[src/rtl/uart_rx_param.sv]
// uart_rx_param -- parametrised UART receiver with 3-point majority voting.
//
// Receives frames of 1 start bit, DATA_BITS data bits (LSB first), an
// optional parity bit and STOP_BITS stop bits.
//
// The line is oversampled DIVISION times per bit. Each bit value is the
// 2-of-3 majority of the samples taken on ticks DIVISION/2-1, DIVISION/2 and
// DIVISION/2+1 of that bit.
//
// Completed words go into a valid/ready holding register. A frame that
// completes while an unaccepted word is still held is dropped, and
// o_rx_overrun pulses for one cycle.
//
// Build option:
//   UART_RX_PARITY_EN - when defined, each frame carries one parity bit after
//                       the data bits. PARITY_ODD selects even (0) or odd (1)
//                       parity. When undefined, o_parity_error is tied to 0.
//
// Ports:
//   clk            system clock
//   rst_n          asynchronous active-low reset
//   i_rx_d         serial line, idle high, asynchronous to clk
//   i_rx_ready     consumer accepts the held word
//   o_rx_d         received word, LSB = first data bit
//   o_rx_valid     held word valid
//   o_rx_error     framing error flag for the held word
//   o_parity_error parity error flag for the held word
//   o_rx_overrun   one-cycle pulse: a completed frame was dropped
//   o_rx_busy      high while a frame is being received
module uart_rx_param #(
  parameter int SYS_CLK    = 50000000,
  parameter int BAUD_RATE  = 115200,
  parameter int DIVISION   = 16,
  parameter int DATA_BITS  = 8,
  parameter int STOP_BITS  = 1,
  parameter int PARITY_ODD = 0
) (
  input  logic                 clk,
  input  logic                 rst_n,
  input  logic                 i_rx_d,
  input  logic                 i_rx_ready,
  output logic [DATA_BITS-1:0] o_rx_d,
  output logic                 o_rx_valid,
  output logic                 o_rx_error,
  output logic                 o_parity_error,
  output logic                 o_rx_overrun,
  output logic                 o_rx_busy
);

  localparam int TICK_CLKS = SYS_CLK / (BAUD_RATE * DIVISION);
  localparam int PW = (TICK_CLKS > 1) ? $clog2(TICK_CLKS) : 1;
  localparam int TW = $clog2(DIVISION);
  localparam logic [PW-1:0] PRESC_LAST = PW'(TICK_CLKS - 1);
  localparam logic [TW-1:0] SAMP0      = TW'(DIVISION / 2 - 1);
  localparam logic [TW-1:0] SAMP1      = TW'(DIVISION / 2);
  localparam logic [TW-1:0] SAMP2      = TW'(DIVISION / 2 + 1);
  localparam logic [TW-1:0] TICK_LAST  = TW'(DIVISION - 1);
  localparam logic [3:0]    DBIT_LAST  = 4'(DATA_BITS - 1);
  localparam logic          STOP_LAST  = 1'(STOP_BITS - 1);

  typedef enum logic [2:0] {IDLE, START, DATA, PARITY, STOP} state_t;

  state_t               state_q, state_d;
  logic                 sync1_q, sync1_d, sync2_q, sync2_d, prev_q, prev_d;
  logic [PW-1:0]        presc_q, presc_d;
  logic [TW-1:0]        tick_cnt_q, tick_cnt_d;
  logic [1:0]           samp_q, samp_d;
  logic [3:0]           bit_cnt_q, bit_cnt_d;
  logic                 stop_cnt_q, stop_cnt_d;
  logic [DATA_BITS-1:0] shift_q, shift_d;
  logic                 frm_err_q, frm_err_d;
  logic                 commit_q, commit_d;
  logic [DATA_BITS-1:0] data_q, data_d;
  logic                 valid_q, valid_d;
  logic                 err_q, err_d;
  logic                 overrun_q, overrun_d;
  logic                 busy_q, busy_d;
`ifdef UART_RX_PARITY_EN
  logic                 par_err_q, par_err_d;
  logic                 perr_q, perr_d;
`endif

  logic rx_s, tick, vote, vote_tick, bit_end;

  always_comb begin
    rx_s      = sync2_q;
    tick      = (state_q != IDLE) && (presc_q == PRESC_LAST);
    vote      = (samp_q[0] & samp_q[1]) | (samp_q[0] & rx_s) | (samp_q[1] & rx_s);
    vote_tick = tick && (tick_cnt_q == SAMP2);
    bit_end   = tick && (tick_cnt_q == TICK_LAST);

    state_d    = state_q;
    sync1_d    = i_rx_d;
    sync2_d    = sync1_q;
    prev_d     = sync2_q;
    presc_d    = presc_q;
    tick_cnt_d = tick_cnt_q;
    samp_d     = samp_q;
    bit_cnt_d  = bit_cnt_q;
    stop_cnt_d = stop_cnt_q;
    shift_d    = shift_q;
    frm_err_d  = frm_err_q;
    commit_d   = 1'b0;
    data_d     = data_q;
    valid_d    = valid_q;
    err_d      = err_q;
    overrun_d  = 1'b0;
`ifdef UART_RX_PARITY_EN
    par_err_d  = par_err_q;
    perr_d     = perr_q;
`endif

    // Prescaler and tick counter run only while a frame is in progress.
    if (state_q != IDLE) begin
      presc_d = (presc_q == PRESC_LAST) ? '0 : presc_q + 1'b1;
    end
    if (tick) begin
      tick_cnt_d = (tick_cnt_q == TICK_LAST) ? '0 : tick_cnt_q + 1'b1;
      if (tick_cnt_q == SAMP0) samp_d[0] = rx_s;
      if (tick_cnt_q == SAMP1) samp_d[1] = rx_s;
    end

    case (state_q)
      IDLE: begin
        // A falling edge on the synchronised line starts a frame. The
        // prescaler phase is realigned to this edge.
        if (prev_q && !rx_s) begin
          state_d    = START;
          presc_d    = '0;
          tick_cnt_d = '0;
          bit_cnt_d  = '0;
          stop_cnt_d = 1'b0;
          frm_err_d  = 1'b0;
`ifdef UART_RX_PARITY_EN
          par_err_d  = 1'b0;
`endif
        end
      end
      START: begin
        if (vote_tick && vote) begin
          state_d = IDLE;  // glitch, not a real start bit
        end else if (bit_end) begin
          state_d = DATA;
        end
      end
      DATA: begin
        if (vote_tick) shift_d = {vote, shift_q[DATA_BITS-1:1]};
        if (bit_end) begin
          if (bit_cnt_q == DBIT_LAST) begin
            bit_cnt_d = '0;
`ifdef UART_RX_PARITY_EN
            state_d   = PARITY;
`else
            state_d   = STOP;
`endif
          end else begin
            bit_cnt_d = bit_cnt_q + 1'b1;
          end
        end
      end
      PARITY: begin
`ifdef UART_RX_PARITY_EN
        if (vote_tick) par_err_d = vote ^ (^shift_q) ^ (PARITY_ODD != 0);
        if (bit_end) state_d = STOP;
`else
        state_d = IDLE;
`endif
      end
      STOP: begin
        if (vote_tick) begin
          if (!vote) frm_err_d = 1'b1;
          // Leave right after the last vote so that a following start edge
          // is not missed.
          if (stop_cnt_q == STOP_LAST) begin
            state_d  = IDLE;
            commit_d = 1'b1;
          end
        end
        if (bit_end) stop_cnt_d = 1'b1;
      end
      default: state_d = IDLE;
    endcase

    // Output holding register. A commit takes priority over a plain
    // handshake; a commit on a full, unaccepted register is dropped.
    if (commit_q) begin
      if (!valid_q || i_rx_ready) begin
        data_d  = shift_q;
        err_d   = frm_err_q;
        valid_d = 1'b1;
`ifdef UART_RX_PARITY_EN
        perr_d  = par_err_q;
`endif
      end else begin
        overrun_d = 1'b1;
      end
    end else if (valid_q && i_rx_ready) begin
      valid_d = 1'b0;
    end

    busy_d = (state_d != IDLE);
  end

  always_ff @(posedge clk or negedge rst_n) begin
    if (!rst_n) begin
      state_q    <= IDLE;
      sync1_q    <= 1'b1;
      sync2_q    <= 1'b1;
      prev_q     <= 1'b1;
      presc_q    <= '0;
      tick_cnt_q <= '0;
      samp_q     <= '0;
      bit_cnt_q  <= '0;
      stop_cnt_q <= 1'b0;
      shift_q    <= '0;
      frm_err_q  <= 1'b0;
      commit_q   <= 1'b0;
      data_q     <= '0;
      valid_q    <= 1'b0;
      err_q      <= 1'b0;
      overrun_q  <= 1'b0;
      busy_q     <= 1'b0;
`ifdef UART_RX_PARITY_EN
      par_err_q  <= 1'b0;
      perr_q     <= 1'b0;
`endif
    end else begin
      state_q    <= state_d;
      sync1_q    <= sync1_d;
      sync2_q    <= sync2_d;
      prev_q     <= prev_d;
      presc_q    <= presc_d;
      tick_cnt_q <= tick_cnt_d;
      samp_q     <= samp_d;
      bit_cnt_q  <= bit_cnt_d;
      stop_cnt_q <= stop_cnt_d;
      shift_q    <= shift_d;
      frm_err_q  <= frm_err_d;
      commit_q   <= commit_d;
      data_q     <= data_d;
      valid_q    <= valid_d;
      err_q      <= err_d;
      overrun_q  <= overrun_d;
      busy_q     <= busy_d;
`ifdef UART_RX_PARITY_EN
      par_err_q  <= par_err_d;
      perr_q     <= perr_d;
`endif
    end
  end

  assign o_rx_d       = data_q;
  assign o_rx_valid   = valid_q;
  assign o_rx_error   = err_q;
  assign o_rx_overrun = overrun_q;
  assign o_rx_busy    = busy_q;

`ifdef UART_RX_PARITY_EN
  assign o_parity_error = perr_q;
`else
  logic unused_cfg;
  assign unused_cfg     = (PARITY_ODD != 0);
  assign o_parity_error = 1'b0;
`endif

endmodule

[config.mk]
export PLATFORM = sky130hd
export DESIGN_NAME = uart_rx_param
export DESIGN_NICKNAME = d
export VERILOG_FILES = /design/src/rtl/uart_rx_param.sv
export SDC_FILE = /design/constraint.sdc
export NUM_CORES = 1
export LEC_CHECK = 0
export CAP_MARGIN = 20
export CORE_AREA = 2 2 67 75
export DETAILED_ROUTE_END_ITERATION = 16
export DIE_AREA = 0 0 69 77
export SYNTH_ARGS = -nofsm -noshare
export SYNTH_HDL_FRONTEND = slang
export SYNTH_SLANG_ARGS = --single-unit
[constraint.sdc]
create_clock -name clk -period 2 [get_ports clk]
set_input_delay 0.2 -clock clk [delete_from_list [all_inputs] [get_ports clk]]
set_output_delay 0.2 -clock clk [all_outputs]
set_load 0.03 [all_outputs]
==> impl_metrics.json <==
{
  "ys_top_cells_by_area": "dfrtp_1 52%, mux2_2 10%, dfstp_2 4.0%",
  "synth_top_area_share_pct": 51.77,
  "fin_nets": 199,
  "io_buffer_count": 15,
  "finalHoldViolCount": 0,
  "grt_pass1_vias": 1331,
  "slowest_stage": "dfrtp_1",
  "dieArea_um2": 5313,
  "syn_area_um2": 1982,
  "crit_path_end_kind": "flip-flop",
  "yosysSeqAreaShare_pct": 55.74,
  "clock_latency_ps": 300,
  "maxSlewHeadroom_pct": 65.34,
  "post_cts_buffers": 0,
  "viasPerCell": 5.354,
  "cts.sink_count": 44,
  "dr.first_iter.drc_count": 59,
  "drv_slew": 0,
  "placed_cell_area_um2": 2223,
  "criticalPathCategory": "reg -> reg",
  "grt_pass1_wl_um": 6147,
  "dp_hpwl_um": 2615,
  "maxClockFrequency_mhz": 548.8,
  "synth_seq_cells": 44,
  "antenna_cells": 0,
  "power.total_mw": 1.897,
  "grt-ovfl-total": 0,
  "rsz0062_at_grt": "no",
  "crit_path_start_kind": "flip-flop",
  "setup_violations": 0,
  "max_cap_viol_count": 0,
  "cp_data_required_time_ps": 2170,
  "layout-drive-gt1-share_pct": 23.68,
  "path_cells": "inv_1 > ha_1 > nand4b_2 > nor3_1 > o32ai_1 > or3_1",
  "max_stage_delay_ps": 420,
  "grt_antenna_before_repair": 0,
  "area_growth_pct": 17.11,
  "outcome": "complete, no violations",
  "die_w_um": 69,
  "syn_nets": 172,
  "die_h_um": 77,
  "htreeDepth": 2,
  "finalCritPeriodShare_pct": 91.11,
  "syn_avg_cell_area_um2": 12.23,
  "track_usage_pct": 14.71,
  "cts_buffer_depth": 2,
  "cts_tree": "built",
  "skew_ps": 7.247,
  "yosysTopAreaCell": "dfrtp_1",
  "cp_num_buf_inv": 1,
  "final_cell_area_um2": 2321,
  "grt_max_degree": 25,
  "final_common_cell": "dfrtp_1",
  "hp-class": "in -> reg",
  "timing.setup.tns_ps": 0,
  "vias": 1317,
  "power.density_nw_per_um2": 817.3,
  "hold_ws_ps": 302.3,
  "core-area_um2": 4554,
  "drc": 0,
  "ir_drop_mv": 0.4925,
  "io_pins": 17,
  "p_leak_nw": 1.085,
  "syn_inst": 162,
  "tightestPinTransition_ps": 519.9,
  "avgRoutedWirePerCell_um": 14.29,
  "final_cell_mix": "41 x dfrtp_1, 18 x mux2_2, 14 x clkdlybuf4s50_1, 9 x nor2_1",
  "root_buffer": "clkbuf_8",
  "yosys_warnings": 0,
  "cts_buffers": 5,
  "cp_top_family": "simple AND/OR/NAND/NOR gates",
  "path_max_fanout": 8,
  "clk_pin_slew_ps": 80,
  "arrival_ps": 2000,
  "rows": 26,
  "globalplace.congestion": 0.8903,
  "drtAntennaViolNets": 0,
  "first_pass_iters": 4,
  "start_util_pct": 43.52,
  "ys_types": 43,
  "drt_wl_total_um": 3515,
  "finalCriticalPeriod_ps": 1822
}
[registers in the layout (all words and copies together) (netlist names)]
signal / flops
shift_q: 8
o_rx_d: 8
tick_cnt_q: 4
stop_cnt_q: 1
o_rx_overrun: 1
commit_q: 1
o_rx_valid: 1
prev_q: 1
frm_err_q: 1
bit_cnt_q: 4
sync1_q: 1
o_rx_busy: 1
presc_q: 5
o_rx_error: 1
state_q: 3
prev_d: 1
samp_q: 2
[timing repair]
| item | in CTS | in global routing |
|---|---|---|
| hold buffers | 1 | 0 |
| endpoints found under the setup margin | 0 | 1 |
| endpoints found under the hold margin | 19 | 0 |
| resized for setup | 0 | 1 |
[where the power goes]
part / leakage (nW) / switching (mW) / total (mW) / internal (mW)
registers: 0.581 / 0.0941 / 1.07 / 0.972
logic: 0.456 / 0.159 / 0.290 / 0.131
clock network: 0.0479 / 0.298 / 0.541 / 0.243
[through the flow]
| step | utilization, % | cells | setup WS [ps] |
|---|---|---|---|
| after floorplan | - | 162 | 207.3 |
| after global placement | 48.82 | 237 | 217.5 |
| after detailed placement | 48.82 | 237 | 193.2 |
| after CTS | 50.96 | 246 | 176.3 |
| after global routing | 50.96 | 246 | 57.75 |
| final | 50.96 | 246 | 177.8 |
[synthesized netlist by cell type]
master / number
or2_2: 2
conb_1: 1
inv_1: 8
or4_1: 1
a31oi_1: 1
nand2b_1: 2
and3_1: 2
nand3_1: 8
dfstp_2: 3
o31ai_1: 1
mux2_2: 18
or3b_1: 1
o21bai_1: 1
xor2_1: 5
dfrtp_1: 41
and4b_1: 1
nand2_1: 5
nand3b_1: 2
nand4b_1: 1
mux2_4: 1
nor4_1: 1
o311ai_0: 1
o21ai_0: 8
nand4b_2: 1
nand3_2: 1
mux2i_1: 1
o211ai_2: 1
and3b_1: 1
nor3b_1: 1
buf_6: 1
a311o_1: 1
a21oi_1: 3
o32ai_1: 1
nand4_1: 4
nand3_4: 1
buf_4: 2
xnor2_1: 2
or3_1: 2
ha_1: 6
nor2_1: 9
nor3_1: 7
maj3_1: 1
or3b_2: 1
[cell families (layout without fill, tap and decap cells)]
logic type	after synthesis	in the layout	synth area share [%]
compound gates	18	18	5.872
xor+xnor	7	7	3.093
buf+inv	11	39	2.841
flops	44	44	55.74
simple gates	54	54	16.48
fa+ha+maj	7	7	4.293
mux	20	20	11.49
other cells	1	1	0.1892
[final cells by class]
class	instances	area, um^2
timing repair buffer	23	207.7
tap	56	70.07
multi-input combinational	107	820.8
fill	407	2233
inverter	8	30.03
clock inverter	3	18.77
clock buffer	5	68.82
sequential	44	1105
[path summary, 6_finish.rpt]
kind | startpoint | end | slack [ps] | depth (start not counted)
worst min register to register | sync1_q$_DFF_PN1_ | prev_d$_DFF_PN1_ | 360 | 0
worst min-delay path | i_rx_d | sync1_q$_DFF_PN1_ | 300 | 1
min in group asynchronous | rst_n | o_rx_d[6]$_DFFE_PN0P_ | 400 | 2
worst max register to register | presc_q[0]$_DFF_PN0_ | o_rx_busy$_DFF_PN0_ | 180 | 6
max in group asynchronous | rst_n | presc_q[4]$_DFF_PN0_ | 1040 | 3
worst max-delay path | presc_q[0]$_DFF_PN0_ | o_rx_busy$_DFF_PN0_ | 180 | 6
[layer usage]
layer	global-route usage, %	vias up	part of all wire (%)
met5	0	-	0
met3	4.336	7	2.8
li1	-	635	-
met2	24.81	19	50
met1	17.06	656	45
met4	7.059	0	2.4
Power figures use the tool's default switching activity.
